$ cat src/rtl/branch_pred_pkg.sv
// Shared constants and counter-initialisation helpers for the branch predictor.
package branch_pred_pkg;

   // Predictor operating modes
   localparam int MODE_STATIC  = 0;
   localparam int MODE_DYNAMIC = 1;

   // Widest saturating counter supported; helpers return this width
   localparam int CTR_MAX_W = 4;

   // Reset value: weakly not-taken, 2^(bits-1)-1
   function automatic logic [CTR_MAX_W-1:0] ctr_init(input int ctr_bits);
      ctr_init = CTR_MAX_W'((1 << (ctr_bits - 1)) - 1);
   endfunction

   // Allocation value: weakly taken, 2^(bits-1)
   function automatic logic [CTR_MAX_W-1:0] ctr_alloc(input int ctr_bits);
      ctr_alloc = CTR_MAX_W'(1 << (ctr_bits - 1));
   endfunction

endpackage

$ cat src/rtl/branch_predictor_sat_counter.sv
// Next-value logic for a CTR_BITS-wide saturating up/down counter.
module sat_counter #(
   parameter int CTR_BITS = 2
) (
   input  logic [CTR_BITS-1:0] ctr_i,
   input  logic                up_i,
   output logic [CTR_BITS-1:0] ctr_o
);

   localparam logic [CTR_BITS-1:0] CTR_MAX = '1;
   localparam logic [CTR_BITS-1:0] CTR_MIN = '0;
   localparam logic [CTR_BITS-1:0] CTR_ONE = CTR_BITS'(1);

   // Step towards the requested direction, holding at either rail
   always_comb begin
      ctr_o = ctr_i;
      if (up_i) begin
         if (ctr_i != CTR_MAX) begin
            ctr_o = ctr_i + CTR_ONE;
         end
      end else begin
         if (ctr_i != CTR_MIN) begin
            ctr_o = ctr_i - CTR_ONE;
         end
      end
   end

endmodule

$ cat src/rtl/branch_predictor.sv
// Direct-mapped BHT + BTB branch predictor. IF looks up a fetch PC with zero
// latency; ID reports resolved branches, which train the tables and raise a
// flush with a corrected PC when the carried prediction was wrong.
module branch_predictor
   import branch_pred_pkg::*;
#(
   parameter int PC_WIDTH = 32,
   parameter int ENTRIES  = 16,
   parameter int TAG_BITS = 8,
   parameter int CTR_BITS = 2,
   parameter int MODE     = 1
) (
   input  logic                clk_i,
   input  logic                rst_i,
   input  logic                start_i,
   input  logic [PC_WIDTH-1:0] if_pc_i,
   output logic                pred_hit_o,
   output logic                pred_taken_o,
   output logic [PC_WIDTH-1:0] pred_target_o,
   input  logic                upd_valid_i,
   input  logic [PC_WIDTH-1:0] upd_pc_i,
   input  logic                upd_taken_i,
   input  logic [PC_WIDTH-1:0] upd_target_i,
   input  logic                upd_pred_taken_i,
   input  logic [PC_WIDTH-1:0] upd_pred_target_i,
   output logic                flush_o,
   output logic [PC_WIDTH-1:0] redirect_pc_o,
   output logic [31:0]         mispred_cnt_o
);

   localparam int IDX_W  = $clog2(ENTRIES);
   localparam int TAG_LO = IDX_W + 2;
   localparam int TAG_HI = TAG_LO + TAG_BITS - 1;

   localparam logic [CTR_MAX_W-1:0] CTR_INIT_FULL  = ctr_init(CTR_BITS);
   localparam logic [CTR_MAX_W-1:0] CTR_ALLOC_FULL = ctr_alloc(CTR_BITS);
   localparam logic [CTR_BITS-1:0]  CTR_INIT       = CTR_INIT_FULL[CTR_BITS-1:0];
   localparam logic [CTR_BITS-1:0]  CTR_ALLOC      = CTR_ALLOC_FULL[CTR_BITS-1:0];

   localparam logic [PC_WIDTH-1:0]  PC_STEP = PC_WIDTH'(4);
   localparam logic [31:0]          CNT_MAX = '1;
   localparam logic                 DYNAMIC = (MODE == MODE_DYNAMIC);

   // Prediction tables
   logic                valid_q  [ENTRIES];
   logic                valid_d  [ENTRIES];
   logic [TAG_BITS-1:0] tag_q    [ENTRIES];
   logic [TAG_BITS-1:0] tag_d    [ENTRIES];
   logic [PC_WIDTH-1:0] target_q [ENTRIES];
   logic [PC_WIDTH-1:0] target_d [ENTRIES];
   logic [CTR_BITS-1:0] ctr_q    [ENTRIES];
   logic [CTR_BITS-1:0] ctr_d    [ENTRIES];

   logic [31:0]         mispred_cnt_q;
   logic [31:0]         mispred_cnt_d;

   logic [IDX_W-1:0]    lk_idx;
   logic [TAG_BITS-1:0] lk_tag;
   logic                lk_hit;

   logic [IDX_W-1:0]    up_idx;
   logic [TAG_BITS-1:0] up_tag;
   logic                up_hit;
   logic                up_en;
   logic [CTR_BITS-1:0] ctr_upd;

   // Bits [1:0] and any bits above the tag never select or qualify an entry
   logic                unused_pc_bits;
   assign unused_pc_bits = ^{if_pc_i, upd_pc_i};

   // Fetch-side lookup: reads registered tables, so a same-cycle update is not visible yet
   always_comb begin
      lk_idx        = if_pc_i[IDX_W+1:2];
      lk_tag        = if_pc_i[TAG_HI:TAG_LO];
      lk_hit        = valid_q[lk_idx] && (tag_q[lk_idx] == lk_tag);
      pred_hit_o    = lk_hit;
      pred_taken_o  = DYNAMIC && lk_hit && ctr_q[lk_idx][CTR_BITS-1];
      pred_target_o = pred_taken_o ? target_q[lk_idx] : (if_pc_i + PC_STEP);
   end

   // Mispredict detection is purely a function of the resolved branch, never of start_i or MODE
   always_comb begin
      flush_o       = upd_valid_i &&
                      ((upd_taken_i != upd_pred_taken_i) ||
                       (upd_taken_i && (upd_target_i != upd_pred_target_i)));
      redirect_pc_o = upd_taken_i ? upd_target_i : (upd_pc_i + PC_STEP);
   end

   // Training address decode and hit detection for the resolved branch
   always_comb begin
      up_idx = upd_pc_i[IDX_W+1:2];
      up_tag = upd_pc_i[TAG_HI:TAG_LO];
      up_hit = valid_q[up_idx] && (tag_q[up_idx] == up_tag);
      up_en  = start_i && upd_valid_i && DYNAMIC;
   end

   sat_counter #(
      .CTR_BITS (CTR_BITS)
   ) u_sat_counter (
      .ctr_i (ctr_q[up_idx]),
      .up_i  (upd_taken_i),
      .ctr_o (ctr_upd)
   );

   // Table next-state: train on hit, allocate on taken miss, ignore not-taken miss
   always_comb begin
      valid_d  = valid_q;
      tag_d    = tag_q;
      target_d = target_q;
      ctr_d    = ctr_q;
      if (up_en) begin
         if (up_hit) begin
            ctr_d[up_idx] = ctr_upd;
            if (upd_taken_i) begin
               target_d[up_idx] = upd_target_i;
            end
         end else if (upd_taken_i) begin
            valid_d[up_idx]  = 1'b1;
            tag_d[up_idx]    = up_tag;
            target_d[up_idx] = upd_target_i;
            ctr_d[up_idx]    = CTR_ALLOC;
         end
      end
   end

   // Mispredict statistics, saturating at all-ones
   always_comb begin
      mispred_cnt_d = mispred_cnt_q;
      if (start_i && flush_o && (mispred_cnt_q != CNT_MAX)) begin
         mispred_cnt_d = mispred_cnt_q + 32'd1;
      end
   end

   assign mispred_cnt_o = mispred_cnt_q;

   // Table storage; reset wipes every entry so nothing in flight survives
   always_ff @(posedge clk_i or posedge rst_i) begin
      if (rst_i) begin
         for (int i = 0; i < ENTRIES; i++) begin
            valid_q[i]  <= 1'b0;
            tag_q[i]    <= '0;
            target_q[i] <= '0;
            ctr_q[i]    <= CTR_INIT;
         end
      end else begin
         valid_q  <= valid_d;
         tag_q    <= tag_d;
         target_q <= target_d;
         ctr_q    <= ctr_d;
      end
   end

   // Mispredict counter register
   always_ff @(posedge clk_i or posedge rst_i) begin
      if (rst_i) begin
         mispred_cnt_q <= '0;
      end else begin
         mispred_cnt_q <= mispred_cnt_d;
      end
   end

endmodule

$ cat config.mk
export PLATFORM = sky130hd
export DESIGN_NAME = branch_predictor
export DESIGN_NICKNAME = d
export VERILOG_FILES = /design/src/rtl/branch_pred_pkg.sv /design/src/rtl/branch_predictor_sat_counter.sv /design/src/rtl/branch_predictor.sv
export SDC_FILE = /design/constraint.sdc
export NUM_CORES = 2
export LEC_CHECK = 0
export BUFFER_PORTS_ARGS = -buffer_cell sky130_fd_sc_hd__buf_2
export CORE_ASPECT_RATIO = 1.2
export CORE_MARGIN = 10
export CORE_UTILIZATION = 60
export CTS_CLUSTER_SIZE = 14
export DETAILED_ROUTE_END_ITERATION = 16
export GPL_TIMING_DRIVEN = 0
export PLACE_DENSITY = 0.79
export SLEW_MARGIN = 40
export SYNTH_ARGS = -nofsm -noshare
export SYNTH_HDL_FRONTEND = slang
export SYNTH_SLANG_ARGS = --single-unit
$ cat constraint.sdc
create_clock -name clk_i -period 32.5 [get_ports clk_i]
set_input_delay 6.5 -clock clk_i [delete_from_list [all_inputs] [get_ports clk_i]]
set_output_delay 6.5 -clock clk_i [all_outputs]
set_load 0.02 [all_outputs]
==> results.txt <==
----------------------------------------------------
[Synthesis]
  Most instantiated flip-flop cell in the synthesis netlist ... sky130_fd_sc_hd__dfrtp_1
  Netlist area before placement ... 36600 sq um
  Synthesized area divided by synthesized cell count ... 13.0 sq um
  Total of warnings raised by yosys ... 0
  Synth unique cells ... 59
  Synth Instances ... 2821
  Cell types with the largest area share after synthesis ... sky130_fd_sc_hd__dfrtp_1 (48%), sky130_fd_sc_hd__mux4_2 (14%), sky130_fd_sc_hd__mux2_2 (14%)
  Proportion of netlist area held by the largest area contributor ... 48.2%
  Flops & latches, synth ... 720
  Post-synth EDFFs ... 0
  Sequential element share of the synthesized area ... 49.3%
  Most area-hungry cell type in the Yosys netlist ... sky130_fd_sc_hd__dfrtp_1
  Number of nets in the synthesized netlist ... 2961
  Async SR Flop Fraction ... 100%

[Setup path]
  Max FO, Critical Path ... 10
  Cell chain of the critical path ... buf_2 > buf_2 > buf_2 > buf_2 > mux4_2 > xnor2_1 > nand2_1 > o21ai_0 > nand3_1 > nor4_4 > and2_1 > buf_2 > buf_2 > o21ai_0 > buf_2
  Critical path's top delay family ... buffers and inverters
  Count of buffer and inverter cells on the critical path ... 7
  Largest stage delay on the critical path ... 0.59 ns
  Worst endpoint data arrival time ... 11.42 ns
  Crit end category ... primary output
  CP dominant cell by count ... sky130_fd_sc_hd__buf_2
  Required time at the endpoint of the critical path ... 26.00 ns
  Critical Setup Path Class ... input pin to primary output
  Crit path launch type ... input pin
  Max stage delay cell, worst path ... sky130_fd_sc_hd__nor4_4

[Drt]
  Via count normalized by instance count ... 6.74
  DRC marker count from the first detailed-route iteration ... 3103
  Routed wirelength normalized by instance count ... 30.7 microns
  Post-detailed-route count of antenna-violating nets ... 0
  Post-Route WL ... 122 mm
  Initial DRT Pass Iterations ... 6
  Vias after detailed routing ... 26700
  DR DRC count ... 0

[Die]
  I/O pin total ... 233
  Die area ... 71300 sq um
  Die height ... 290 microns
  Standard-cell row count ... 99
  Initial core utilization ... 60.4%
  Floorplan core area ... 60600 sq um
  Chip width ... 245 microns

[CTS]
  Clock root buffer ... sky130_fd_sc_hd__clkbuf_16
  Clk Latency, worst-skew pair ... 0.66 ns
  Resized Gates After CTS ... 0
  Level count of the clock H-tree ... 3
  Setup fix buffers added after clock tree synthesis ... 0
  CTS buffer count ... 75
  CTS tree ... yes
  Clock Path Buffers ... 3
  Clock-pin transition on the worst setup and hold timing paths ... 0.06 ns
  Total of hold buffers inserted after clock tree synthesis ... 0
  Sinks on Clock Net ... 720

[Power and ir drop]
  Final Power ... 2.36 mW
  Reg power frac ... 46.0%
  Power per Cell Area ... 56.9 nW/um^2
  Static power due to leakage ... 19.2 nW
  Net switching component of the power ... 0.649 mW
  Combinational Power Share ... 16.2%
  Fraction of power spent switching nets ... 27.5%
  Portion of total power attributed to the clock network ... 37.7%
  Maximum resistive drop on vdd ... 0.0000470 V
  Internal power component ... 1.71 mW

[Global routing]
  Global route overflow ... 0
  Total routing resource utilization after global routing ... 34.0%
  Pin count of the biggest net entering global routing ... 87
  Initial antenna violation count ... 6
  Number of global-route vias before repair ... 28400
  First-pass GRT wire length ... 181 mm

[STA]
  Headroom to the max-slew limit ... 37.3%
  Actual transition at the worst max-transition pin ... 0.940 ns
  Final hold violation count ... 0
  Clock Skew ... 0.0337 ns
  Peak clock frequency supported by timing ... 55.8 MHz
  Count of pins over their slew limit ... 0
  Total negative setup slack ... 0 ns
  Setup repair after global routing missed its margin ... no
  Final critical-path required period ... 17.92 ns
  Portion of the clock cycle consumed by the worst path in the final layout ... 55.1%
  Count of endpoints failing setup in the final report ... 0

[Finish]
  Synthesis-to-layout area growth ... 13.6%
  Final layout net count ... 3244
  Final Util ... 68.6%
  Final design instance area without fill ... 41600 sq um
  Proportion of layout cells with a drive suffix above 1 ... 37.5%
  Number of fill cells ... 4138

[Place]
  Final HPWL from detailed placement ... 86.1 mm
  Placed standard-cell area ... 39000 sq um
  Number of input and output port buffers inserted ... 193
  GPL Wtd Cong ... 1.00

[Run]
  Max-cap viol count ... 0

[Worst hold path]
  Worst Hold Class ... flop to flop

[Run status]
  Run status ... complete, no violations

----------------------------------------------------
path summary, 6_finish.rpt:
path | start | end | slack [ns] | cells past startpoint
setup / recovery | if_pc_i[3] | pred_target_o[7] | 14.58 | 15
hold / removal | target_q[472] | target_q[472] | 0.48 | 2
setup reg to reg | tag_q[3] | tag_q[6] | 28.85 | 9
hold reg to reg | target_q[472] | target_q[472] | 0.48 | 2
max in group asynchronous | rst_i | target_q[229] | 24.24 | 7
min in group asynchronous | rst_i | target_q[252] | 5.93 | 2
cells by family after synthesis:
logic type	Yosys count	synth area share (%)
xor gates and xnor gates	137	3.28
muxes	824	32.5
and+or+nand+nor	762	9.88
buffers and inverters	260	3.05
DFF	720	49.3
adders and majority gates	7	0.233
AOI/OAI and AO/OA	111	1.78
layout by cell type (no fill, tap or decap), drive strengths merged, types with 19 or more instances in the layout:
master,count
and3,22
buf,268
clkbuf,282
clkinv,20
dfrtp,704
inv,19
mux2,551
mux2i,38
mux4,235
nand2,487
nand2b,19
nand3,64
nand4,27
nor2,38
nor4,24
o21ai,59
xnor2,93
xor2,44
flip-flops by register name, indices dropped and copies added, names as in the netlist:
name           flops
ctr_q             32
mispred_cnt_o     32
tag_q            128
target_q         512
valid_q           16
worst min-delay path, stage by stage (launching register included):
cell	delay [ns]
sky130_fd_sc_hd__dfrtp_1	0.34
sky130_fd_sc_hd__nand2_1	0.05
sky130_fd_sc_hd__nand2_1	0.06
cell type report:
| class | count | area (sq um) | area share, % |
|---|---|---|---|
| Antenna cell | 2 | 5.00 | 0.0120 |
| Buffer | 245 | 1120 | 2.70 |
| Clock buffer | 99 | 2120 | 5.09 |
| Clock inverter | 34 | 419 | 1.01 |
| Inverter | 15 | 63.8 | 0.154 |
| Multi-Input combinational cell | 1841 | 17500 | 42.2 |
| Sequential cell | 720 | 18000 | 43.4 |
| Tap cell | 808 | 1010 | 2.43 |
| Timing Repair Buffer | 206 | 1250 | 3.02 |
metrics by stage:
step	std cells	setup WS [ns]	hold slack, ns
3_5_place_dp	3834	14.92	0.461
5_1_grt	3969	14.65	0.493
4_1_cts	3967	14.92	0.475
6_report	3970	14.58	0.480
3_3_place_gp	3822	0.0323	0.453
2_1_floorplan	2821	5.83	0.441
power by group through the flow:
stage               Combinational, mW  Sequential [mW]  Clock (mW)
global placement                0.358             1.09           0
CTS                             0.380             1.08       0.894
finish                          0.384             1.09       0.892
detailed placement              0.376             1.10           0
global route                    0.407             1.10       0.928
floorplan                       0.267             1.08           0
cells in the mapped netlist, types with 3 or more instances:
| library cell | n |
|---|---|
| sky130_fd_sc_hd__nand4_1 | 26 |
| sky130_fd_sc_hd__mux2_1 | 90 |
| sky130_fd_sc_hd__xor2_1 | 44 |
| sky130_fd_sc_hd__nor4_1 | 23 |
| sky130_fd_sc_hd__buf_4 | 9 |
| sky130_fd_sc_hd__xnor2_1 | 93 |
| sky130_fd_sc_hd__nand2_1 | 471 |
| sky130_fd_sc_hd__o21ai_0 | 57 |
| sky130_fd_sc_hd__buf_2 | 24 |
| sky130_fd_sc_hd__nand3b_1 | 3 |
| sky130_fd_sc_hd__inv_1 | 14 |
| sky130_fd_sc_hd__nand2_2 | 7 |
| sky130_fd_sc_hd__and4_1 | 15 |
| sky130_fd_sc_hd__or4_1 | 7 |
| sky130_fd_sc_hd__clkbuf_1 | 182 |
| sky130_fd_sc_hd__o22ai_1 | 5 |
| sky130_fd_sc_hd__nand3_1 | 64 |
| sky130_fd_sc_hd__nand2_8 | 8 |
| sky130_fd_sc_hd__nor3b_1 | 7 |
| sky130_fd_sc_hd__a21oi_1 | 7 |
| sky130_fd_sc_hd__a22oi_1 | 10 |
| sky130_fd_sc_hd__dfstp_2 | 16 |
| sky130_fd_sc_hd__nor3_1 | 17 |
| sky130_fd_sc_hd__dfrtp_1 | 704 |
| sky130_fd_sc_hd__nor2b_1 | 7 |
| sky130_fd_sc_hd__mux2i_1 | 38 |
| sky130_fd_sc_hd__buf_6 | 8 |
| sky130_fd_sc_hd__mux4_2 | 235 |
| sky130_fd_sc_hd__ha_1 | 6 |
| sky130_fd_sc_hd__a31oi_1 | 18 |
| sky130_fd_sc_hd__buf_1 | 21 |
| sky130_fd_sc_hd__and3_1 | 22 |
| sky130_fd_sc_hd__or3b_2 | 7 |
| sky130_fd_sc_hd__nand2b_1 | 19 |
| sky130_fd_sc_hd__and2_1 | 8 |
| sky130_fd_sc_hd__nor2_1 | 38 |
| sky130_fd_sc_hd__or3_1 | 4 |
| sky130_fd_sc_hd__mux2_2 | 461 |
per-layer routing:
layer  global-route usage, %  vias to the layer above  wire (microns)
li1                        -                    10700               -
met1                    39.6                    13700           42100
met2                    53.9                     1816           57700
met3                    9.53                      475           13000
met4                    23.5                        2            9240
met5                       0                        -              13
No activity file was read; power rests on OpenSTA's default activity.
